$ cat config.mk
export PLATFORM = sky130hd
export DESIGN_NAME = ws281x_bit_gen
export DESIGN_NICKNAME = d
export VERILOG_FILES = /design/src/rtl/ws281x_bit_gen.sv
export SDC_FILE = /design/constraint.sdc
export NUM_CORES = 1
export LEC_CHECK = 0
export BUFFER_PORTS_ARGS = -buffer_cell sky130_fd_sc_hd__buf_2
export CAP_MARGIN = 10
export CORE_MARGIN = 3
export CORE_UTILIZATION = 58
export DETAILED_ROUTE_END_ITERATION = 8
export PLACE_DENSITY = 0.85
export SLEW_MARGIN = 25
export SYNTH_ARGS = -nofsm -noshare
export SYNTH_HDL_FRONTEND = slang
export SYNTH_SLANG_ARGS = --single-unit
$ cat constraint.sdc
create_clock -name clk_in -period 4.12 [get_ports clk_in]
set_input_delay 0.618 -clock clk_in [delete_from_list [all_inputs] [get_ports clk_in]]
set_output_delay 0.618 -clock clk_in [all_outputs]
set_load 0.05 [all_outputs]
$ cat src/rtl/ws281x_bit_gen.sv
// WS281x line encoder: turns bit / latch tokens into timed high-low waveforms on the LED data pin.
// A one-entry holding register lets the next token start on the cycle right after the current one ends.
module ws281x_bit_gen #(
  parameter int CNT_W = 8,
  parameter int RST_W = 16,
  parameter bit INV   = 1'b0
) (
  input  logic             clk_in,
  input  logic             rst_n_in,
  input  logic             bit_vld_in,
  output logic             bit_rdy_out,
  input  logic             bit_data_in,
  input  logic             rst_req_in,
  input  logic [CNT_W-1:0] t0h_cnt_in,
  input  logic [CNT_W-1:0] t0s_cnt_in,
  input  logic [CNT_W-1:0] t1h_cnt_in,
  input  logic [CNT_W-1:0] t1s_cnt_in,
  input  logic [RST_W-1:0] rst_cnt_in,
  output logic             dout_out,
  output logic             bit_done_out,
  output logic             busy_out
);
  localparam int W = (CNT_W > RST_W) ? CNT_W : RST_W;

  typedef enum logic [1:0] {
    S_IDLE = 2'd0,
    S_HIGH = 2'd1,
    S_LOW  = 2'd2,
    S_RST  = 2'd3
  } state_t;

  state_t           r_state, w_state_nxt;
  logic [W-1:0]     r_cnt, w_cnt_nxt;
  logic [W-1:0]     r_lo, w_lo_nxt;
  logic             r_hold_full, w_hold_full_nxt;
  logic             r_hold_rst;
  logic [CNT_W-1:0] r_hold_hi;
  logic [W-1:0]     r_hold_lo;
  logic             r_dout;

  logic [CNT_W-1:0] w_ts, w_th, w_p, w_new_hi;
  logic [W-1:0]     w_new_lo;
  logic             w_acc, w_last, w_hold_cap;
  logic             w_ld, w_ld_rst;
  logic [CNT_W-1:0] w_ld_hi;
  logic [W-1:0]     w_ld_lo;

  // Incoming token reduced to {reset?, high cycles, low cycles}; a reset code is all low.
  always_comb begin
    w_ts     = bit_data_in ? t1s_cnt_in : t0s_cnt_in;
    w_th     = bit_data_in ? t1h_cnt_in : t0h_cnt_in;
    w_p      = (w_ts == '0) ? CNT_W'(1) : w_ts;
    w_new_hi = rst_req_in ? '0 : ((w_th > w_p) ? w_p : w_th);
    if (rst_req_in)
      w_new_lo = (rst_cnt_in == '0) ? W'(1) : W'(rst_cnt_in);
    else
      w_new_lo = W'(w_p - w_new_hi);
  end

  assign w_acc  = bit_vld_in && !r_hold_full;
  assign w_last = (r_state == S_HIGH) ? ((r_cnt == W'(1)) && (r_lo == '0))
                                      : ((r_state != S_IDLE) && (r_cnt == W'(1)));

  always_ff @(posedge clk_in or negedge rst_n_in) begin
    if (!rst_n_in) begin
      r_state     <= S_IDLE;
      r_cnt       <= '0;
      r_lo        <= '0;
      r_hold_full <= 1'b0;
      r_hold_rst  <= 1'b0;
      r_hold_hi   <= '0;
      r_hold_lo   <= '0;
      r_dout      <= INV;
    end else begin
      r_state     <= w_state_nxt;
      r_cnt       <= w_cnt_nxt;
      r_lo        <= w_lo_nxt;
      r_hold_full <= w_hold_full_nxt;
      r_dout      <= (w_state_nxt == S_HIGH) ^ INV;
      if (w_hold_cap) begin
        r_hold_rst <= rst_req_in;
        r_hold_hi  <= w_new_hi;
        r_hold_lo  <= w_new_lo;
      end
    end
  end

  always_comb begin
    w_state_nxt     = r_state;
    w_cnt_nxt       = r_cnt;
    w_lo_nxt        = r_lo;
    w_hold_full_nxt = r_hold_full;
    w_hold_cap      = 1'b0;
    w_ld            = 1'b0;
    w_ld_rst        = rst_req_in;
    w_ld_hi         = w_new_hi;
    w_ld_lo         = w_new_lo;
    if (r_state == S_IDLE) begin
      w_ld = w_acc;
    end else if (w_last) begin
      // Held token has priority; the hold register is never full while a new token is accepted.
      if (r_hold_full) begin
        w_ld            = 1'b1;
        w_ld_rst        = r_hold_rst;
        w_ld_hi         = r_hold_hi;
        w_ld_lo         = r_hold_lo;
        w_hold_full_nxt = 1'b0;
      end else if (w_acc) begin
        w_ld = 1'b1;
      end else begin
        w_state_nxt = S_IDLE;
        w_cnt_nxt   = '0;
        w_lo_nxt    = '0;
      end
    end else begin
      if ((r_state == S_HIGH) && (r_cnt == W'(1))) begin
        w_state_nxt = S_LOW;
        w_cnt_nxt   = r_lo;
        w_lo_nxt    = '0;
      end else begin
        w_cnt_nxt = r_cnt - W'(1);
      end
      if (w_acc) begin
        w_hold_full_nxt = 1'b1;
        w_hold_cap      = 1'b1;
      end
    end
    if (w_ld) begin
      if (w_ld_rst) begin
        w_state_nxt = S_RST;
        w_cnt_nxt   = w_ld_lo;
        w_lo_nxt    = '0;
      end else if (w_ld_hi != '0) begin
        w_state_nxt = S_HIGH;
        w_cnt_nxt   = W'(w_ld_hi);
        w_lo_nxt    = w_ld_lo;
      end else begin
        w_state_nxt = S_LOW;
        w_cnt_nxt   = w_ld_lo;
        w_lo_nxt    = '0;
      end
    end
  end

  always_comb begin
    bit_rdy_out  = !r_hold_full;
    busy_out     = (r_state != S_IDLE) || r_hold_full;
    bit_done_out = w_last;
    dout_out     = r_dout;
  end

endmodule

== Word-level counts from Yosys, hierarchy flattened ==
Index checks and enable logic that the tools add are counted.

* Logic and storage cells: 82
* Input port bits: 53
* Output and inout port bits: 4
* Bits in registers: 61

* Equal/unequal tests: 6
* Multiplexer cells: 47
* Magnitude comparators: 1
* Bitwise gates (word level): 1
* Add/subtract/negate cells: 2
* Reduce and logical (&&, ||, !) cells: 17

{| class="wikitable"
|+ Operator list
! cell !! number
|-
| $mux 16 || 19
|-
| $mux 8 || 8
|-
| $logic_not 16->1 || 2
|-
| $eq 16x1->1 const B || 1
|-
| $mux 2 || 8
|-
| $sub 16x1->16 const B || 1
|-
| $mux 1 || 12
|-
| $sub 8x8->9 || 1
|-
| $gt 8x8->1 || 1
|-
| $logic_not 8->1 || 1
|-
| $reduce_bool 8->1 || 1
|-
| $ne 3x2->1 const B || 2
|-
| $eq 2x1->1 const B || 2
|-
| $logic_and 1x1->1 || 4
|-
| $reduce_and 4->1 || 1
|-
| $reduce_bool 2->1 || 2
|-
| $reduce_and 3->1 || 1
|-
| $reduce_bool 3->1 || 1
|-
| $logic_not 2->1 || 1
|-
| $ne 2x2->1 const B || 1
|-
| $reduce_and 2->1 || 1
|-
| $logic_not 1->1 || 1
|-
| $logic_or 1x1->1 || 1
|-
| $not 1->1 || 1
|}

== Logic depth before layout (Yosys ltp) ==
Gate-level depths: netlist (run 1).

* Depth in word-level cells: 14
* Depth in mapped cells: 26
* Depth with buffers taken out: 22

== Least setup slack after synthesis (run 1) ==
OpenSTA, ideal clock, no wires.

* Path type: input to register
* From: in bit_data_in
* To: reg r_cnt[9]
* Path slack: -1.006 ns
* Required time: 4.038 ns
* Cell stages on the path: 24
* Path buffers: 4
* Data arrival time: 5.044 ns
* Library setup time: 0.082 ns
* Path through: buf_2 > buf_2 > or4b_2 > o22ai_1 > a221o_1 > ha_1 > nor2b_1 > o211ai_1 > a21oi_1 > o22ai_1 > buf_1 > mux2i_1 > nor2_1 > ha_1 > inv_1 > fa_1 > a211oi_1 > o21bai_1 > a21oi_1 > or3_1 > clkbuf_1 > a21oi_1 > a211o_1 > a31oi_1

* Word-level cells in the longest chain between the ends: 14
* Elaborated cells between the ends (all ways): 19
* Those cells by class: 1 x add/sub; 1 x order compare; 15 x mux; 2 x reduce/logical

{| class="wikitable"
|+ Ends and longest elaborated chain
! what !! line !! source
|-
| start, declared || 12 || <nowiki>input logic bit_data_in,</nowiki>
|-
| $mux 8 || 50 || <nowiki>w_ts = bit_data_in ? t1s_cnt_in : t0s_cnt_in;</nowiki>
|-
| $logic_not 8->1 || 52 || <nowiki>w_p = (w_ts == '0) ? CNT_W'(1) : w_ts;</nowiki>
|-
| $mux 8 || 52 ||
|-
| $gt 8x8->1 || 53 || <nowiki>w_new_hi = rst_req_in ? '0 : ((w_th > w_p) ? w_p : w_th);</nowiki>
|-
| $mux 8 * (2 in series) || 53 ||
|-
| named net w_new_hi[0] || 41 || <nowiki>logic [CNT_W-1:0] w_ts, w_th, w_p, w_new_hi;</nowiki>
|-
| $sub 8x8->9 || 57 || <nowiki>w_new_lo = W'(w_p - w_new_hi);</nowiki>
|-
| $mux 16 || 54 || <nowiki>if (rst_req_in)</nowiki>
|-
| $mux 16 || 102 || <nowiki>if (r_hold_full) begin</nowiki>
|-
| $mux 16 || 100 || <nowiki>end else if (w_last) begin</nowiki>
|-
| $mux 16 || 98 || <nowiki>if (r_state == S_IDLE) begin</nowiki>
|-
| $mux 16 || 133 || <nowiki>end else if (w_ld_hi != '0) begin</nowiki>
|-
| $mux 16 * || 129 || <nowiki>if (w_ld_rst) begin</nowiki>
|-
| $mux 16 * || 128 || <nowiki>if (w_ld) begin</nowiki>
|-
| end signal, assigned || 76 || <nowiki>r_cnt <= w_cnt_nxt;</nowiki>
|-
| end, declared || 33 || <nowiki>logic [W-1:0] r_cnt, w_cnt_nxt;</nowiki>
|}

Mark *: on every way through the listed nets, which the timed path passes. The rest lies on a longest branch.
A chain may end at the register's enable or synchronous reset.

== Final worst setup path (run 1) ==
* From: in bit_data_in
* To: reg r_cnt[7]

* Word-level cells in the longest chain between the ends: 14
* Elaborated cells between the ends (all ways): 19
* Those cells by class: 1 x add/sub; 1 x order compare; 15 x mux; 2 x reduce/logical

{| class="wikitable"
|+ Ends and longest elaborated chain
! what !! line
|-
| $mux 8 || 50
|-
| $logic_not 8->1 || 52
|-
| $mux 8 || 52
|-
| $gt 8x8->1 || 53
|-
| $mux 8 (2 in series) || 53
|-
| $sub 8x8->9 || 57
|-
| $mux 16 || 54
|-
| $mux 16 || 102
|-
| $mux 16 || 100
|-
| $mux 16 || 98
|-
| $mux 16 || 133
|-
| $mux 16 * || 129
|-
| $mux 16 * || 128
|}

Every way passes the cells marked *; elsewhere a longest branch is shown, timed or not.

==> results.py, run 1 <==
metrics = {
    "pwr": {
        "power_w": 0.00294,
        "p_int_w": 0.00181,
        "peakVddDrop_mv": 0.354,
        "power_density_mw_per_mm2": 487,
        "p_switching_w": 0.00113,
        "leakage_nw": 2.73,
        "seqPwrFrac_pct": 37.4,
        "switching_share_pct": 38.6,
        "clkPwrFrac_pct": 21.4,
        "combinationalPowerShare_pct": 41.2,
    },
    "routing": {
        "dr_wl_met2_mm": 7.85,
        "wl_met1_mm": 6.02,
        "drc": 0,
        "wl_met3_mm": 1.59,
        "antenna_left": 0,
        "viasPerCell": 6.78,
        "postRouteWirelength_mm": 16.6,
        "firstDrtPassIters": 6,
        "top_layer_used": "met4",
        "wire_per_inst_um": 21.2,
        "drt_iter0_drc": 634,
        "vias": 5309,
    },
    "floorplan": {
        "dieArea_mm2": 0.00880,
        "die_y_um": 93.8,
        "io_pins": 57,
        "start_util_pct": 60.7,
        "design.core.area_mm2": 0.00737,
        "die_x_um": 93.8,
        "rows": 31,
    },
    "placed_design": {
        "port_buffers": 56,
        "place.gp.congestion": 0.907,
        "hpwlAfterDp_mm": 10.2,
        "dp.cells": 731,
    },
    "critical_path": {
        "start_kind": "input port",
        "r2r_setup_slack_ps": 830,
        "endpoint_kind": "flop",
        "critical_path.endpoint": "r_cnt[7]",
        "crit_slowest_cell": "or3_4",
        "slowest_delay_ps": 410,
        "cp_common_cell": "buf_4",
        "path_class": "input port to flop",
        "startpoint": "bit_data_in",
        "cp_max_fo": 8,
        "r2r.worst_path.cells": 8,
        "cp.arrival_ps": 4990,
        "timing.rr.start": "r_cnt[2]",
        "cp.required_ps": 4330,
        "r2r-end": "r_cnt[4]",
    },
    "sta": {
        "tightestPinTransition_ps": 760,
        "fin_ws_ps": -655,
        "post-route-period-util_pct": 116,
        "setup_viol": 41,
        "slew_headroom_pct": 49.3,
        "rsz0062_at_grt": "yes",
        "layout_min_cycle_time_ps": 4770,
        "slew_violations": 0,
        "finClkSkew_ps": 9.56,
        "finalHoldViolations": 0,
        "max_freq_mhz": 209,
    },
    "yosys": {
        "synthTopCellsByArea": "dfrtp_1, nand2_1, o21ai_0",
        "synthArstFlopShare_pct": 100,
        "syn_avg_cell_area_um2": 8.16,
        "synthTopCellsByCount": "nand2_1, o21ai_0, dfrtp_1, nor2_1, a21oi_1",
        "netlist.top_cell.by_area": "dfrtp_1",
        "synth_area_mm2": 0.00447,
        "syn_nets": 620,
        "synth_top_area_share_pct": 34.1,
        "yosysWarnings": 0,
        "syn_inst": 548,
        "synth_seq_area_share_pct": 34.1,
        "synth-edff-count": 0,
        "synth_flop_cell": "dfrtp_1",
        "synth_cell_types": 69,
        "ys_seq_elements": 61,
        "synth.most_common_cell": "nand2_1",
    },
    "global_route": {
        "grt_pass1_wl_mm": 24.7,
        "grt_overflow_total": 0,
        "grtUsageTotal_pct": 36.2,
        "grt_pass1_vias": 5009,
        "grt_max_degree": 49,
        "antenna_found_initial": 0,
    },
    "outcome": {
        "status": "finished, violations left",
        "violations": "negative setup slack",
    },
    "cts": {
        "cts_tree": "yes",
        "cts_root_buf": "clkbuf_8",
        "cts_buffer_depth": 2,
        "path_clk_slew_ps": 70,
        "cts_sinks": 61,
        "hold_buffers": 0,
        "cts_buffers": 9,
        "worstSkewPairLatency_ps": 340,
        "cts_max_level": 3,
    },
    "cells_and_area": {
        "synthToLayoutAreaGrowth_pct": 34.9,
        "final_core_util_pct": 81.9,
        "drive_gt1_share_pct": 35.2,
        "fin_nets": 752,
        "antenna_cells": 0,
        "finalNonFillerCells": 783,
    },
    "hold_path": {
        "hp-class": "input port to async pin",
    },
    "flow_run": {
        "max_cap_violations": 0,
    },
}
-- what timing repair did --
action | in CTS | in global routing
pin swaps | 30 | 16
setup endpoints to repair | 36 | 44
resized for setup | 58 | 33
setup buffers | 30 | 7
-- metal layers --
metal / vias to the layer above / global-route usage (%)
met5: - / 0
met3: 120 / 8.17
met2: 417 / 60.3
met4: 0 / 21.9
li1: 2271 / -
met1: 2501 / 42.2
-- kinds of logic after synthesis --
logic type               share of synthesized area (%)
flip-flops                                        34.1
buffers and inverters                             4.34
AND/OR/NAND/NOR                                   24.2
multiplexers                                      5.82
adder cells (fa/ha/maj)                           5.48
XOR/XNOR                                          2.15
AO/OA/AOI/OAI                                     23.9
-- how the worst min path moves through the flow --
| stage | depth (start not counted) | slack [ps] | endpoint | startpoint |
|---|---|---|---|---|
| 6_report | 1 | 310 | r_hold_full | rst_n_in |
| 4_1_cts | 1 | 330 | r_hold_full | rst_n_in |
| 3_5_place_dp | 2 | 470 | r_hold_lo[15] | r_hold_lo[15] |
| 5_1_grt | 1 | 360 | r_state[0] | rst_n_in |
| 2_1_floorplan | 0 | 320 | dout_out | rst_n_in |
| 3_3_place_gp | 2 | 460 | r_hold_lo[15] | r_hold_lo[15] |
-- metrics by stage --
step,cell area [um^2],TNS (ps),hold slack (ps),setup WS [ps]
5_1_grt,6030,-22840,361,-809
4_1_cts,5850,-2390,334,-247
2_1_floorplan,4560,-11360,322,-470
3_3_place_gp,5230,-17010,457,-605
3_5_place_dp,5230,-22350,467,-769
6_report,6030,-17160,312,-655
-- critical path: cells and delay by family --
family	cells	cell delay [ps]
multiplexers	1	140
AND/OR/NAND/NOR	8	1400
AO/OA/AOI/OAI	9	1500
buffers and inverters	6	870
adder cells (fa/ha/maj)	2	460
-- area by class of cell --
class                      count  area [um^2]
fill                         420         1340
clock buffer                  12          165
multi-input combinational    441         3060
timing repair buffer         150         1020
inverter                      17         63.8
tap                           99          124
clock inverter                 3         67.6
sequential                    61         1530
-- flip-flops by register name, summed over array words and instances (netlist names) --
signal	flops
r_hold_lo	16
r_cnt	16
r_hold_hi	8
r_state	2
r_hold_rst	1
r_lo	16
r_hold_full	1
dout_out	1
-- layout by cell type (no fill, tap or decap), drive strengths merged, types with 3 or more instances in the layout --
master	n
nor3	9
o211ai	12
buf	150
nand3	7
o21bai	3
a22o	4
a32oi	3
xor2	4
nand2	92
xnor2	7
a211oi	6
and2	4
and3	3
or4	3
nor4	17
or3	9
or2	5
nor2	45
nor2b	5
nand3b	3
mux2i	17
inv	17
ha	18
o21ai	69
clkbuf	12
mux2	8
a31oi	4
nand4	4
o21a	3
and4	3
nor3b	3
a211o	4
a21oi	37
o22a	3
dfrtp	61
-- power by group through the flow --
| stage | clock [W] | sequential [W] | combinational, W |
|---|---|---|---|
| after floorplan | 0 | 0.00103 | 0.000667 |
| after global placement | 0 | 0.00106 | 0.000912 |
| after detailed placement | 0 | 0.00108 | 0.000956 |
| after CTS | 0.000626 | 0.00108 | 0.00107 |
| after global routing | 0.000656 | 0.00112 | 0.00131 |
| final | 0.000629 | 0.00110 | 0.00121 |
Note: power is estimated with default switching activity, not from simulation.
==> inputs of run 2 (changes only) <==
--- a/config.mk
+++ b/config.mk
@@ -8,9 +8,9 @@
 export BUFFER_PORTS_ARGS = -buffer_cell sky130_fd_sc_hd__buf_2
 export CAP_MARGIN = 10
 export CORE_MARGIN = 3
-export CORE_UTILIZATION = 58
+export CORE_UTILIZATION = 55
 export DETAILED_ROUTE_END_ITERATION = 8
-export PLACE_DENSITY = 0.85
+export PLACE_DENSITY = 0.81
 export SLEW_MARGIN = 25
 export SYNTH_ARGS = -nofsm -noshare
 export SYNTH_HDL_FRONTEND = slang
==> results.py, run 2 (synthesis results as in run 1) <==
metrics = {
    "global_route": {
        "grt_overflow_total": 0,
        "grt_pass1_wl_mm": 22.9,
        "grtUsageTotal_pct": 32.4,
        "grt_max_degree": 49,
        "grt_pass1_vias": 4794,
        "antenna_found_initial": 0,
    },
    "critical_path": {
        "start_kind": "input port",
        "crit_slowest_cell": "or3_4",
        "timing.rr.start": "r_cnt[2]",
        "cp_max_fo": 8,
        "path_class": "input port to flop",
        "startpoint": "bit_data_in",
        "cp.arrival_ps": 4680,
        "endpoint_kind": "flop",
        "slowest_delay_ps": 480,
        "cp_common_cell": "buf_4",
        "critPathTopFamily": "compound AO/OA/AOI/OAI gates",
        "cp.required_ps": 4320,
        "worst-path-buf-inv": 6,
        "crit_chain": "buf_4, buf_6, buf_12, mux2i_2, ha_1, a211oi_1, o21bai_1, o22ai_1, buf_4, buf_4, mux2i_1, or2_4, ha_1, o21ai_2, o21bai_1, a21oi_1, or3_4, buf_4, a21oi_2, nand2_1, o21ai_2, o21ai_0",
    },
    "sta": {
        "slew_headroom_pct": 37.2,
        "tightestPinTransition_ps": 940,
        "post-route-period-util_pct": 109,
        "fin_ws_ps": -361,
        "finalHoldViolations": 0,
        "slew_violations": 0,
        "finClkSkew_ps": 13.2,
        "max_freq_mhz": 223,
        "setup-tns-final_ps": -7150,
        "rsz0062_at_grt": "yes",
        "setup_viol": 33,
        "layout_min_cycle_time_ps": 4480,
    },
    "cells_and_area": {
        "final_core_util_pct": 76.5,
        "drive_gt1_share_pct": 34.5,
        "reg_top3": "r_cnt: 16 flops, r_hold_lo: 16 flops, r_lo: 16 flops",
        "finalNonFillerCells": 789,
        "synthToLayoutAreaGrowth_pct": 33.5,
        "fin_nets": 754,
        "final_common_cell": "buf_4",
        "layout_common_cells": "buf_4, nand2_1, dfrtp_1, buf_2, nor2_1",
        "antenna_cells": 0,
        "final_cell_area_mm2": 0.00597,
    },
    "floorplan": {
        "design.core.area_mm2": 0.00781,
        "start_util_pct": 57.3,
        "rows": 32,
        "io_pins": 57,
        "die_x_um": 96.2,
        "dieArea_mm2": 0.00925,
        "die_y_um": 96.2,
    },
    "hold_path": {
        "hp-class": "input port to async pin",
    },
    "cts": {
        "path_clk_slew_ps": 70,
        "cts_tree": "yes",
        "hold_buffers": 0,
        "cts_sinks": 61,
        "cts_buffers": 9,
        "cts_root_buf": "clkbuf_8",
        "cts_max_level": 3,
        "worstSkewPairLatency_ps": 350,
        "cts_buffer_depth": 2,
    },
    "placed_design": {
        "postPlaceCellArea_mm2": 0.00527,
        "port_buffers": 56,
        "hpwlAfterDp_mm": 10.0,
        "place.gp.congestion": 0.912,
        "dp.cells": 739,
        "place_ws_ps": -738,
    },
    "pwr": {
        "leakage_nw": 2.72,
        "peakVddDrop_mv": 0.226,
        "power_density_mw_per_mm2": 463,
    },
    "routing": {
        "drt_iter0_drc": 419,
        "vias": 4911,
        "antenna_left": 0,
        "viasPerCell": 6.22,
        "wire_per_inst_um": 18.6,
        "postRouteWirelength_mm": 14.7,
        "drc": 0,
        "firstDrtPassIters": 5,
    },
    "outcome": {
        "violations": "negative setup slack",
        "status": "finished, violations left",
    },
    "flow_run": {
        "max_cap_violations": 0,
    },
}
[run 2: cell types whose count changed in the layout (fill, tap and decap cells not counted), moves of 3 or more]
cell	previous run	this run
a21oi_1	26	29
a21oi_2	7	4
mux2i_1	11	14
o21ai_0	29	41
o21ai_1	27	15
[run 2: area by class of cell]
class                      instances  area [um^2]
multi-input combinational        441         3010
timing repair buffer             152         1050
inverter                          17         63.8
sequential                        61         1530
tap                              102          128
clock inverter                     4         47.5
clock buffer                      12          145
fill                             505         1840
[run 2: worst register-to-register path, stage by stage (launching register included)]
cell and delay (ps):
dfrtp_1 450, or4_4 580, nor2_4 120, and4_1 230, and3_1 420, a211o_1 270, a21o_1 560, nand2b_1 230
a31oi_1 90
[run 2: per-layer routing]
layer	up-vias	GRT usage, %	wire, um
met5	-	0	0
met2	267	54.1	7100
met1	2326	40.1	5790
met3	54	7.51	1240
li1	2264	-	-
met4	0	13.6	536
[run 2: per-stage QoR]
step	total power, W	hold slack, ps
final	0.00277	263
after global routing	0.00293	282
after CTS	0.00267	454
after detailed placement	0.00204	465
after global placement	0.00199	459
after floorplan	0.00170	322
[run 2: what timing repair did]
item / 4_1_cts / 5_1_grt
buffers inserted: 31 / 6
setup endpoints to repair: 37 / 41
resized for setup: 37 / 35
pin swaps: 26 / 18
[run 2: power by group]
group | switching, W | internal, W | leakage [nW]
clock | 0.000235 | 0.000294 | 0.0964
sequential | 0.000261 | 0.000832 | 0.732
combinational | 0.000573 | 0.000571 | 1.89
[run 2: final timing paths]
check,endpoint,slack [ps],cells past startpoint
worst max-delay path,r_lo[14],-360,22
worst min-delay path,r_hold_full,260,1
worst max register to register,r_cnt[5],1050,8
worst min register to register,r_hold_lo[6],480,2
max in group asynchronous,r_hold_lo[6],3160,2
min in group clk_in,r_hold_lo[6],480,2
==> inputs of run 3 (changes only) <==
--- a/config.mk
+++ b/config.mk
@@ -8,9 +8,9 @@
 export BUFFER_PORTS_ARGS = -buffer_cell sky130_fd_sc_hd__buf_2
 export CAP_MARGIN = 10
 export CORE_MARGIN = 3
-export CORE_UTILIZATION = 55
+export CORE_UTILIZATION = 50
 export DETAILED_ROUTE_END_ITERATION = 8
-export PLACE_DENSITY = 0.81
+export PLACE_DENSITY = 0.75
 export SLEW_MARGIN = 25
 export SYNTH_ARGS = -nofsm -noshare
 export SYNTH_HDL_FRONTEND = slang
==> results.py, run 3 (synthesis results as in run 1) <==
metrics = {
    "global_route": {
        "grt_pass1_wl_mm": 22.3,
        "grtUsageTotal_pct": 27.7,
        "grt_use_met3_pct": 5.40,
        "busiest_layer": "met2",
        "use_met1_pct": 35.8,
        "grt_pass1_vias": 4598,
        "grt_use_met2_pct": 46.2,
        "grt_max_degree": 49,
        "grt_overflow_total": 0,
        "antenna_found_initial": 0,
    },
    "cts": {
        "cts_buffer_depth": 2,
        "worstSkewPairLatency_ps": 350,
        "path_clk_slew_ps": 80,
        "cts_buffers": 9,
        "cts_tree": "yes",
        "cts_root_buf": "clkbuf_8",
        "cts_sinks": 61,
        "cts_max_level": 3,
    },
    "placed_design": {
        "dp.cells": 740,
        "hpwlAfterDp_mm": 9.99,
        "postPlaceCellArea_mm2": 0.00526,
        "port_buffers": 56,
        "place.gp.congestion": 0.916,
    },
    "cells_and_area": {
        "reg_top3": "r_cnt: 16 flops, r_hold_lo: 16 flops, r_lo: 16 flops",
        "final_core_util_pct": 69.4,
        "synthToLayoutAreaGrowth_pct": 31.3,
        "final_common_cell": "nand2_1",
        "antenna_cells": 0,
        "drive_gt1_share_pct": 32.8,
        "n_fill_cell": 609,
        "layout_common_cells": "nand2_1, buf_4, dfrtp_1, buf_2, nor2_1",
        "final_cell_area_mm2": 0.00587,
        "fin_nets": 738,
        "finalNonFillerCells": 775,
    },
    "critical_path": {
        "start_kind": "input port",
        "path_class": "input port to flop",
        "timing.rr.start": "r_lo[9]",
        "cp.arrival_ps": 4660,
        "cp.required_ps": 4340,
        "startpoint": "bit_data_in",
        "slowest_delay_ps": 480,
        "endpoint_kind": "flop",
        "crit_slowest_cell": "or3_4",
        "cp_max_fo": 8,
        "cp_common_cell": "buf_6",
    },
    "sta": {
        "finClkSkew_ps": 15.4,
        "setup_viol": 32,
        "post-route-period-util_pct": 108,
        "tightestPinTransition_ps": 880,
        "max_freq_mhz": 225,
        "fin_ws_ps": -326,
        "finalHoldViolations": 0,
        "slew_violations": 0,
        "whs_ps": 332,
        "setup-tns-final_ps": -5350,
        "layout_min_cycle_time_ps": 4450,
        "rsz0062_at_grt": "yes",
        "slew_headroom_pct": 41.4,
    },
    "floorplan": {
        "io_pins": 57,
        "die_x_um": 101,
        "dieArea_mm2": 0.0101,
        "design.core.area_mm2": 0.00846,
        "start_util_pct": 52.8,
        "die_y_um": 101,
        "rows": 33,
    },
    "routing": {
        "wire_per_inst_um": 18.0,
        "drc": 0,
        "antenna_left": 0,
        "drt_iter0_drc": 298,
        "vias": 4724,
        "viasPerCell": 6.10,
        "postRouteWirelength_mm": 14.0,
        "firstDrtPassIters": 5,
    },
    "flow_run": {
        "max_cap_violations": 0,
    },
    "hold_path": {
        "hp-class": "input port to async pin",
    },
    "pwr": {
        "power_density_mw_per_mm2": 463,
        "peakVddDrop_mv": 0.241,
        "leakage_nw": 2.66,
    },
    "outcome": {
        "status": "finished, violations left",
        "violations": "negative setup slack",
    },
}
## run 3: changes by cell type in the layout (fill, tap and decap cells not counted), sizes merged
cell,before,now
clkbuf,12,11
buf,152,136
## run 3: layer usage
| layer | up-vias | part of all wire [%] | wire, um |
|---|---|---|---|
| met5 | - | 0 | 0 |
| met4 | 0 | 2.9 | 403 |
| met3 | 35 | 6.2 | 864 |
| met2 | 198 | 50 | 6960 |
| met1 | 2261 | 41 | 5750 |
| li1 | 2230 | - | - |
## run 3: what timing repair did
action	in CTS	in global routing
pin swaps	31	17
setup endpoints to repair	32	41
setup buffers	20	3
hold buffers	0	0
gates resized for setup	30	51
## run 3: final cells by class
class                   instances  area, um^2  share of cell area, %
multi-input cells             441        3010                   51.3
flip-flops and latches         61        1530                   26.0
repair buffers                136         938                   16.0
clock buffers                  11         151                   2.58
well taps                     105         131                   2.24
inverters                      17        63.8                   1.09
clock inverters                 4        47.5                  0.810
## run 3: path summary, 6_finish.rpt
| path | to | slack (ps) | cells past startpoint |
|---|---|---|---|
| worst min register to register | r_hold_lo[6] | 480 | 2 |
| worst min-delay path | r_cnt[6] | 330 | 1 |
| max in group asynchronous | r_hold_lo[3] | 2870 | 2 |
| min in group clk_in | r_hold_lo[6] | 480 | 2 |
| worst max register to register | r_lo[9] | 1030 | 8 |
| worst max-delay path | r_cnt[8] | -330 | 25 |
## run 3: power breakdown
group	internal [W]	total, W	switching [W]
logic	0.000545	0.00109	0.000544
registers	0.000832	0.00109	0.000258
clock network	0.000307	0.000540	0.000233
total	0.00168	0.00272	0.00103
## run 3: through the flow
| step | total power, W | setup slack, ps |
|---|---|---|
| floorplan | 0.00170 | -470 |
| global placement | 0.00199 | -679 |
| detailed placement | 0.00203 | -747 |
| CTS | 0.00264 | -234 |
| global route | 0.00290 | -532 |
| finish | 0.00272 | -326 |
## run 3: critical path: cells and delay by family
| family | cells | cell delay [ps] |
|---|---|---|
| adders and majority gates | 2 | 480 |
| buffers and inverters | 6 | 800 |
| muxes | 1 | 120 |
| AOI/OAI and AO/OA | 11 | 1590 |
| and+or+nand+nor | 5 | 1030 |
